**src/rtl/tank_motion_ctrl.sv**
```systemverilog
// Frame-scheduled tank motion controller: debounces direction buttons once per frame,
// moves the sprite with wrap-around during blanking, and flags sprite pixels one clock late.
module tank_motion_ctrl #(
    parameter int PIXELS_HORIZ    = 640,
    parameter int PIXELS_VERT     = 480,
    parameter int SPRITE_W        = 60,
    parameter int SPRITE_H        = 60,
    parameter int X_INIT          = 290,
    parameter int Y_INIT          = 210,
    parameter int DEBOUNCE_FRAMES = 2,
    parameter int STEP            = 1
) (
    input  logic       Master_Clock_In,
    input  logic       Reset_N_In,
    input  logic       Disp_Ena_In,
    input  logic [9:0] Val_Col_In,
    input  logic [9:0] Val_Row_In,
    input  logic       Up,
    input  logic       Down,
    input  logic       Left,
    input  logic       Right,
    output logic [9:0] X_Pos_Out,
    output logic [9:0] Y_Pos_Out,
    output logic       Sprite_Hit_Out,
    output logic [5:0] Rom_X_Out,
    output logic [5:0] Rom_Y_Out,
    output logic       Frame_Tick_Out
);

    localparam int          X_MAX   = PIXELS_HORIZ - SPRITE_W;
    localparam int          Y_MAX   = PIXELS_VERT - SPRITE_H;
    localparam logic [3:0]  DB_CNT  = 4'(DEBOUNCE_FRAMES);
    localparam logic [10:0] STEP_11 = 11'(STEP);

    typedef enum logic [1:0] {IDLE, SAMPLE, UPDATE} state_t;

    state_t     state_reg;
    logic [9:0] x_reg, y_reg;
    logic [9:0] x_next, y_next;
    logic       last_px, last_px_reg, last_px_d_reg, frame_tick_reg;
    logic [3:0] btn, active;

    // Button index order: 0 Up, 1 Down, 2 Left, 3 Right
    assign btn = {Right, Left, Down, Up};

    genvar gi;
    generate
        for (gi = 0; gi < 4; gi++) begin : g_btn
            logic [3:0] cnt_reg;
            always_ff @(posedge Master_Clock_In or negedge Reset_N_In) begin
                if (!Reset_N_In)
                    cnt_reg <= '0;
                else if (state_reg == SAMPLE)
                    cnt_reg <= !btn[gi] ? 4'd0 : (cnt_reg == DB_CNT) ? DB_CNT : cnt_reg + 4'd1;
            end
            assign active[gi] = (cnt_reg == DB_CNT);
        end
    endgenerate

    // Frame tick: rising edge of the registered last-pixel flag, so a pixel that
    // lasts several clocks still yields a single pulse.
    assign last_px = Disp_Ena_In && (Val_Col_In == 10'(PIXELS_HORIZ - 1))
                                 && (Val_Row_In == 10'(PIXELS_VERT - 1));

    always_ff @(posedge Master_Clock_In or negedge Reset_N_In) begin
        if (!Reset_N_In) begin
            last_px_reg    <= 1'b0;
            last_px_d_reg  <= 1'b0;
            frame_tick_reg <= 1'b0;
        end else begin
            last_px_reg    <= last_px;
            last_px_d_reg  <= last_px_reg;
            frame_tick_reg <= last_px_reg && !last_px_d_reg;
        end
    end

    logic [10:0] x_sum, y_sum;
    assign x_sum = {1'b0, x_reg} + STEP_11;
    assign y_sum = {1'b0, y_reg} + STEP_11;

    always_comb begin
        x_next = x_reg;
        y_next = y_reg;
        if (active[2] && !active[3])
            x_next = ({1'b0, x_reg} < STEP_11) ? 10'(X_MAX) : x_reg - 10'(STEP);
        else if (active[3] && !active[2])
            x_next = (x_sum > 11'(X_MAX)) ? 10'd0 : x_sum[9:0];
        if (active[0] && !active[1])
            y_next = ({1'b0, y_reg} < STEP_11) ? 10'(Y_MAX) : y_reg - 10'(STEP);
        else if (active[1] && !active[0])
            y_next = (y_sum > 11'(Y_MAX)) ? 10'd0 : y_sum[9:0];
    end

    always_ff @(posedge Master_Clock_In or negedge Reset_N_In) begin
        if (!Reset_N_In) begin
            state_reg <= IDLE;
            x_reg     <= 10'(X_INIT);
            y_reg     <= 10'(Y_INIT);
        end else begin
            case (state_reg)
                IDLE:    if (frame_tick_reg) state_reg <= SAMPLE;
                SAMPLE:  state_reg <= UPDATE;
                UPDATE: begin
                    x_reg     <= x_next;
                    y_reg     <= y_next;
                    state_reg <= IDLE;
                end
                default: state_reg <= IDLE;
            endcase
        end
    end

    logic hit;
    assign hit = Disp_Ena_In
              && ({1'b0, Val_Col_In} >= {1'b0, x_reg})
              && ({1'b0, Val_Col_In} <= {1'b0, x_reg} + 11'(SPRITE_W - 1))
              && ({1'b0, Val_Row_In} >= {1'b0, y_reg})
              && ({1'b0, Val_Row_In} <= {1'b0, y_reg} + 11'(SPRITE_H - 1));

    // Only the low 6 bits of the local offset are needed; they equal the low bits of the full difference.
    always_ff @(posedge Master_Clock_In or negedge Reset_N_In) begin
        if (!Reset_N_In) begin
            Sprite_Hit_Out <= 1'b0;
            Rom_X_Out      <= '0;
            Rom_Y_Out      <= '0;
        end else begin
            Sprite_Hit_Out <= hit;
            Rom_X_Out      <= hit ? (Val_Col_In[5:0] - x_reg[5:0]) : 6'd0;
            Rom_Y_Out      <= hit ? (Val_Row_In[5:0] - y_reg[5:0]) : 6'd0;
        end
    end

    assign X_Pos_Out      = x_reg;
    assign Y_Pos_Out      = y_reg;
    assign Frame_Tick_Out = frame_tick_reg;

endmodule
```
**config.mk**
```make
export PLATFORM = sky130hd
export DESIGN_NAME = tank_motion_ctrl
export DESIGN_NICKNAME = d
export VERILOG_FILES = /design/src/rtl/tank_motion_ctrl.sv
export SDC_FILE = /design/constraint.sdc
export NUM_CORES = 1
export LEC_CHECK = 0
export CORE_UTILIZATION = 40
export CTS_BUF_LIST = sky130_fd_sc_hd__clkbuf_8
export CTS_CLUSTER_SIZE = 20
export DETAILED_ROUTE_END_ITERATION = 10
export PLACE_DENSITY_LB_ADDON = 0.3
export SYNTH_ARGS = -nofsm -noshare
export SYNTH_HDL_FRONTEND = slang
export SYNTH_SLANG_ARGS = --single-unit
export TNS_END_PERCENT = 5
```
**constraint.sdc**
```tcl
create_clock -name Master_Clock_In -period 4.1 [get_ports Master_Clock_In]
set_input_delay 1.025 -clock Master_Clock_In [delete_from_list [all_inputs] [get_ports Master_Clock_In]]
set_output_delay 1.025 -clock Master_Clock_In [all_outputs]
set_load 0.03 [all_outputs]
```
==> metrics.md, run 1 <==
| Metric | Value |
|---|---|
| Post_cts resized | `0` |
| Reg2Reg Depth | `12` |
| Syn nets | `669` |
| CP cell instances | `inv_1 -> ha_1 -> nand2b_1 -> nand2_1 -> nand3_1 -> xnor2_1 -> ha_1 -> a21o_1 -> a211oi_1 -> a311o_1 -> o2111ai_1 -> nor4b_1` |
| Switching Share | `25.5%` |
| Cell taking the most area after synthesis | `dfrtp_1` |
| Final Hold Fails | `0` |
| Gpl congestion | `0.922` |
| Postcts setup bufs | `0` |
| Remaining antenna violation count after routing | `0` |
| Die W | `112 µm` |
| Least-Margin Pin Slew | `1.00 ns` |
| Synthesized area | `4870 µm²` |
| Layout cells sized above 1 | `5.56%` |
| R2r setup slk | `0.41 ns` |
| Synth top area share | `24.2%` |
| Netlist cell types | `69` |
| Final Setup Violations | `0` |
| Post-route setup slack | `0.408 ns` |
| Inserted Clock Buffers | `5` |
| Area after DPL | `5540 µm²` |
| DP HPWL | `10.5 mm` |
| Iteration-0 DRC Markers | `342` |
| Area Growth Syn to Fin | `16.0%` |
| Most frequent CP cell | `ha_1` |
| Setup Skew | `0.0106 ns` |
| Status | `finished, violations left` |
| CP Capture Type | `flop` |
| Boundary pin count | `61` |
| Via count of the first global-routing pass | `4517` |
| Part of the power in registers | `51.6%` |
| Clock power frac | `35.9%` |
| Switching power | `264 µW` |
| Leak | `0.00234 µW` |
| Design Area, Final | `5650 µm²` |
| Initial Util | `41.7%` |
| Most common cell in the netlist | `nand2_1` |
| Clk pin slew, worst setup/hold paths | `0.11 ns` |
| Critical path class | `reg -> reg` |
| Final Util | `48.4%` |
| Max FFs per register | `16` |
| Detailed Routing Iterations Pass 1 | `10` |
| Pin count of the biggest net entering global routing | `25` |
| Initial antenna violation count | `0` |
| N_diodes | `0` |
| Post-synth top cells | `nand2_1, ha_1, dfrtp_1, o21ai_0, inv_1` |
| Post-DR vias/cell | `6.03` |
| Power Density | `184 nW/µm²` |
| Via Count | `4661` |
| DRT Wirelength | `13.6 mm` |
| First-pass GRT wire length | `22.6 mm` |
| Core ar. | `11700 µm²` |
| Element type at the critical path start | `flop` |
| Number of synthesized flops with an enable pin | `0` |
| Register area share after synthesis | `27.9%` |
| Worst hold start | `last_px_d_reg` |
| H-Tree Level Count | `2` |
| Buf/Inv on CP | `1` |
| Post-synth ARST share | `100%` |
| Worst R2R End | `Rom_Y_Out[3]` |
| Hold Path End | `Frame_Tick_Out` |
| Crit path max fanout | `13` |
| Period minus WS final | `3.69 ns` |
| Drt wl/cell | `17.6 µm` |
| Worst slack at placement | `0.324 ns` |
| Max VDD drop | `0.118 mV` |
| Synth area leaders | `dfrtp_1, ha_1, o21ai_0` |
| FF-to-FF Start | `X_Pos_Out[1]` |
| WP data arrival | `3.89 ns` |
| Setup TNS | `0 ns` |
| Hold Crit Depth | `1` |
| Top Family by Delay on Critical Path | `compound AO/OA/AOI/OAI gates` |
| Root Buffer | `clkbuf_8` |
| Port-buffer cells | `60` |
| Clk sinks | `54` |
| Final period utilization | `90.0%` |
| CP peak stage delay | `0.64 ns` |
| Cells after synthesis | `586` |
| Cell-internal power | `774 µW` |
| Hold crit path type | `reg -> reg` |
| Predominant post-synthesis flop cell | `dfrtp_1` |
| Peak Freq | `271 MHz` |
| Max Buffers Root-to-Sink | `2` |
| GRT Total Usage | `22.3%` |
| Max Cap Viol | `0` |
| Synth Register Bits | `54` |
| Max_slew headroom | `33.1%` |
| CTS tree | `done` |
| Syn_area_per_cell | `8.31 µm²` |
| Clk_lat worst skew | `0.32 ns` |
| Synth Warn # | `0` |
| Slew Limit Fails | `0` |
| Chip height | `112 µm` |
| Violated checks | `design-rule violations` |
| Total die area | `12600 µm²` |
| Hold buffer count at CTS | `0` |
| Std-Cell Rows | `39` |
| WP data required | `4.30 ns` |
| Final nets | `712` |
| Part of the power in combinational logic | `12.4%` |
| Gr ovfl total | `0` |
| RSZ-0062 raised after global routing | `false` |
| DRC | `2` |
| Worst path slowest cell | `dfstp_2` |
-- worst reg2reg max path: cells and delay by family, from the launching register on --
kind | cells | cell delay, ns
compound gates | 4 | 1.11
fa+ha+maj | 2 | 0.54
flops | 1 | 0.64
simple gates | 4 | 0.97
buf+inv | 1 | 0.12
xor+xnor | 1 | 0.20
-- metal layers --
layer | track usage [%] | wire, µm | vias up
met1 | 32.1 | 6350 | 2177
met2 | 33.6 | 5860 | 222
met3 | 3.94 | 1090 | 23
met4 | 7.91 | 286 | 0
li1 | - | - | 2239
met5 | 0 | 0 | -
-- logic make-up (layout without fill, tap and decap cells) --
kind of cell | Yosys count | count (layout) | synth area share [%]
XOR/XNOR | 20 | 20 | 3.60
AO/OA/AOI/OAI | 153 | 153 | 21.6
flip-flops | 54 | 54 | 27.9
multiplexers | 4 | 4 | 0.822
AND/OR/NAND/NOR | 229 | 229 | 25.4
buffers and inverters | 70 | 114 | 5.99
adder cells (fa/ha/maj) | 56 | 56 | 14.7
-- power groups by stage --
stage,Clock [µW],Sequential [µW],Combinational (µW)
CTS,382,536,129
floorplan,0,550,58.2
global route,398,536,145
global placement,0,546,128
detailed placement,0,546,129
finish,373,536,129
-- area by class of cell --
class                           count  area (µm²)
Timing Repair Buffer               64         626
Inverter                           42         158
Clock buffer                        5        68.8
Tap cell                          143         179
Multi-Input combinational cell    462        3220
Fill cell                        1083        6010
Clock inverter                      3        41.3
Sequential cell                    54        1360
-- metrics by stage --
stage	hold WS [ns]	std cells	total power, µW
floorplan	0.347	586	608
global placement	0.386	765	674
detailed placement	0.384	765	675
CTS	0.399	773	1050
global route	0.409	773	1080
finish	0.399	773	1040
-- worst max path at each step --
stage	start	endpoint	slack [ns]	depth (start not counted)
2_1_floorplan	X_Pos_Out[0]	Rom_Y_Out[5]	0.95	14
3_3_place_gp	Val_Row_In[0]	Rom_X_Out[3]	0.48	11
3_5_place_dp	Val_Row_In[0]	Rom_Y_Out[3]	0.32	11
4_1_cts	X_Pos_Out[1]	Rom_Y_Out[3]	0.44	12
5_1_grt	X_Pos_Out[1]	Rom_X_Out[3]	0.13	12
6_report	X_Pos_Out[1]	Rom_Y_Out[3]	0.41	12
-- cell usage in the layout, fill, tap and decap left out, types with 9 or more instances in the layout --
cell type,n
a21oi_1,35
clkdlybuf4s50_1,59
dfrtp_1,47
ha_1,54
inv_1,42
nand2_1,57
nand2b_1,10
nand3_1,26
nand4_1,14
nor2_1,26
nor2b_1,11
nor3_1,26
nor4_1,9
o21ai_0,47
xnor2_1,18
(Power assumes the default switching activity.)
==> run 2, diff against run 1 <==
--- a/config.mk
+++ b/config.mk
@@ -6,4 +6,6 @@
 export NUM_CORES = 1
 export LEC_CHECK = 0
+export CORE_ASPECT_RATIO = 0.75
+export CORE_MARGIN = 4
 export CORE_UTILIZATION = 40
 export CTS_BUF_LIST = sky130_fd_sc_hd__clkbuf_8
==> constraint.sdc (replaced) <==
create_clock -name Master_Clock_In -period 4.1 [get_ports Master_Clock_In]
set_input_delay 1.025 -clock Master_Clock_In [delete_from_list [all_inputs] [get_ports Master_Clock_In]]
set_output_delay 1.025 -clock Master_Clock_In [all_outputs]
set_load 0.05 [all_outputs]
==> metrics.md, run 2 (synthesized netlist as in run 1, its figures left out) <==
| Metric | Value |
|---|---|
| Worst slack at placement | `0.370 ns (+0.0462 ns)` |
| Crit path from | `X_Pos_Out[1]` |
| Total die area | `14000 µm² (+11%)` |
| Design Area, Final | `5660 µm² (+0.27%)` |
| Clk_lat worst skew | `0.33 ns (about the same)` |
| Final Setup Violations | `0 (unchanged)` |
| Std-Cell Rows | `34 (-13%)` |
| Peak Freq | `269 MHz (-0.76%)` |
| Post-DR vias/cell | `5.87 (-2.7%)` |
| First-pass GRT wire length | `22.5 mm (-0.70%)` |
| Setup TNS | `0 ns (unchanged)` |
| Slew Limit Fails | `0 (unchanged)` |
| Clk pin slew, worst setup/hold paths | `0.12 ns (about the same)` |
| DRC | `0 (-2)` |
| Routed wl met3 | `1.18 mm (+7.9%)` |
| Max Used Layer | `met4` |
| DP HPWL | `10.7 mm (+1.8%)` |
| Core ar. | `11700 µm² (+0.68%)` |
| Max Buffers Root-to-Sink | `2 (unchanged)` |
| Layout cells sized above 1 | `5.41% (-0.14 points)` |
| CP Capture Type | `flop` |
| N_diodes | `0 (unchanged)` |
| Max_slew headroom | `26.8% (-6.3 points)` |
| Postcts setup bufs | `0 (unchanged)` |
| Worst hold start | `last_px_d_reg` |
| Area after DPL | `5550 µm² (+0.16%)` |
| Via count of the first global-routing pass | `4312 (-4.5%)` |
| Max VDD drop | `0.154 mV (+30%)` |
| H-Tree Level Count | `2 (unchanged)` |
| Final period utilization | `90.7% (+0.69 points)` |
| GRT Total Usage | `19.4% (-2.9 points)` |
| Final Hold Fails | `0 (unchanged)` |
| FF-to-FF Start | `X_Pos_Out[1]` |
| Critical path class | `reg -> reg` |
| Power Density | `189 nW/µm² (+2.8%)` |
| Initial antenna violation count | `0 (unchanged)` |
| WP data required | `4.32 ns (+0.02 ns)` |
| Setup Skew | `0.0185 ns (+0.00789 ns)` |
| Remaining antenna violation count after routing | `0 (unchanged)` |
| Port-buffer cells | `60 (unchanged)` |
| Most frequent cells in the layout | `clkdlybuf4s50_1, nand2_1, ha_1` |
| Die W | `135 µm (+21%)` |
| Max FFs per register | `16 (unchanged)` |
| Worst R2R End | `Rom_X_Out[3]` |
| Crit path max fanout | `13 (unchanged)` |
| Max Cap Viol | `0 (unchanged)` |
| Final nets | `710 (-0.28%)` |
| Hold slack | `0.386 ns (-0.0129 ns)` |
| Period minus WS final | `3.72 ns (+0.0284 ns)` |
| Hold crit path type | `reg -> reg` |
| Status | `finished, final reports clean` |
| Chip height | `104 µm (-7.8%)` |
| DRT Wirelength | `13.8 mm (+1.7%)` |
| Reg2Reg Depth | `12 (unchanged)` |
| Via Count | `4634 (-0.58%)` |
| Post-route setup slack | `0.380 ns (-0.0284 ns)` |
| Gpl congestion | `0.987 (+7.0%)` |
| Drt wl/cell | `17.5 µm (-0.52%)` |
| CTS tree | `done` |
| Commonest non-fill, non-tap cell in the layout | `clkdlybuf4s50_1` |
| Root Buffer | `clkbuf_8` |
| Detailed Routing Iterations Pass 1 | `5 (-5)` |
| Least-Margin Pin Slew | `1.10 ns (+0.0946 ns)` |
| Iteration-0 DRC Markers | `397 (+16%)` |
| Post_cts resized | `0 (unchanged)` |
| Leak | `0.00233 µW (-0.30%)` |
| Inserted Clock Buffers | `5 (unchanged)` |
| M1 WL | `6.90 mm (+8.7%)` |
| WP data arrival | `3.94 ns (+0.05 ns)` |
| Initial Util | `41.5% (-0.28 points)` |
| R2r setup slk | `0.38 ns (-0.03 ns)` |
| Clk sinks | `54 (unchanged)` |
| Worst setup endpoint | `Rom_X_Out[3]` |
| Met2 wire len | `5.59 mm (-4.5%)` |
| Gr ovfl total | `0 (unchanged)` |
| Element type at the critical path start | `flop` |
| Hold buffer count at CTS | `0 (unchanged)` |
| Area Growth Syn to Fin | `16.3%` |
| Boundary pin count | `61 (unchanged)` |
| Pin count of the biggest net entering global routing | `39 (+56%)` |
| RSZ-0062 raised after global routing | `false` |
[run 2: cell count changes in the layout (fill, tap and decap cells not counted), sizes merged]
cell      previous run  this run
buf                  5         3
clkinv               1         2
clkinvlp             1         0
[run 2: worst min-delay path by stage]
stage | to | slack, ns | depth (start not counted)
floorplan | last_px_d_reg | 0.35 | 0
global placement | last_px_d_reg | 0.35 | 0
detailed placement | last_px_d_reg | 0.35 | 0
CTS | last_px_d_reg | 0.39 | 0
global route | last_px_d_reg | 0.40 | 0
finish | Frame_Tick_Out | 0.39 | 1
[run 2: layer usage]
metal | up-vias | GRT usage, %
met5 | - | 0
met1 | 2203 | 31.2
met3 | 11 | 4.31
met2 | 198 | 25.9
li1 | 2222 | -
met4 | 0 | 4.60
[run 2: critical path, cell delays in order (launching register included)]
cell and delay, ns:
dfstp_2 0.66, inv_1 0.13, ha_1 0.25, nand2b_1 0.19, nand2_1 0.16, nand3_1 0.11, xnor2_1 0.22, ha_1 0.28
a21o_1 0.17, a211oi_1 0.22, a311o_1 0.20, o2111ai_1 0.53, nor4b_1 0.48
[run 2: metrics by stage]
step / total power [µW] / std cells / util (%)
6_report: 1070 / 790 / 48.2
5_1_grt: 1120 / 790 / 48.2
4_1_cts: 1080 / 790 / 48.2
3_5_place_dp: 679 / 782 / 47.3
3_3_place_gp: 678 / 782 / 47.3
2_1_floorplan: 611 / 586 / -
[run 2: layout make-up]
| class | count | area, µm² |
|---|---|---|
| Timing Repair Buffer | 62 | 611 |
| Clock buffer | 5 | 68.8 |
| Tap cell | 162 | 203 |
| Fill cell | 1144 | 6080 |
| Multi-Input combinational cell | 462 | 3220 |
| Inverter | 42 | 158 |
| Clock inverter | 3 | 47.5 |
| Sequential cell | 54 | 1360 |
[run 2: report_power, final]
part / internal (µW) / leakage [µW] / total [µW] / switching, µW
logic: 58.3 / 0.00158 / 135 / 76.4
registers: 535 / 0.000686 / 536 / 0.947
clock network: 186 / 0.0000587 / 400 / 214
total: 779 / 0.00233 / 1070 / 291
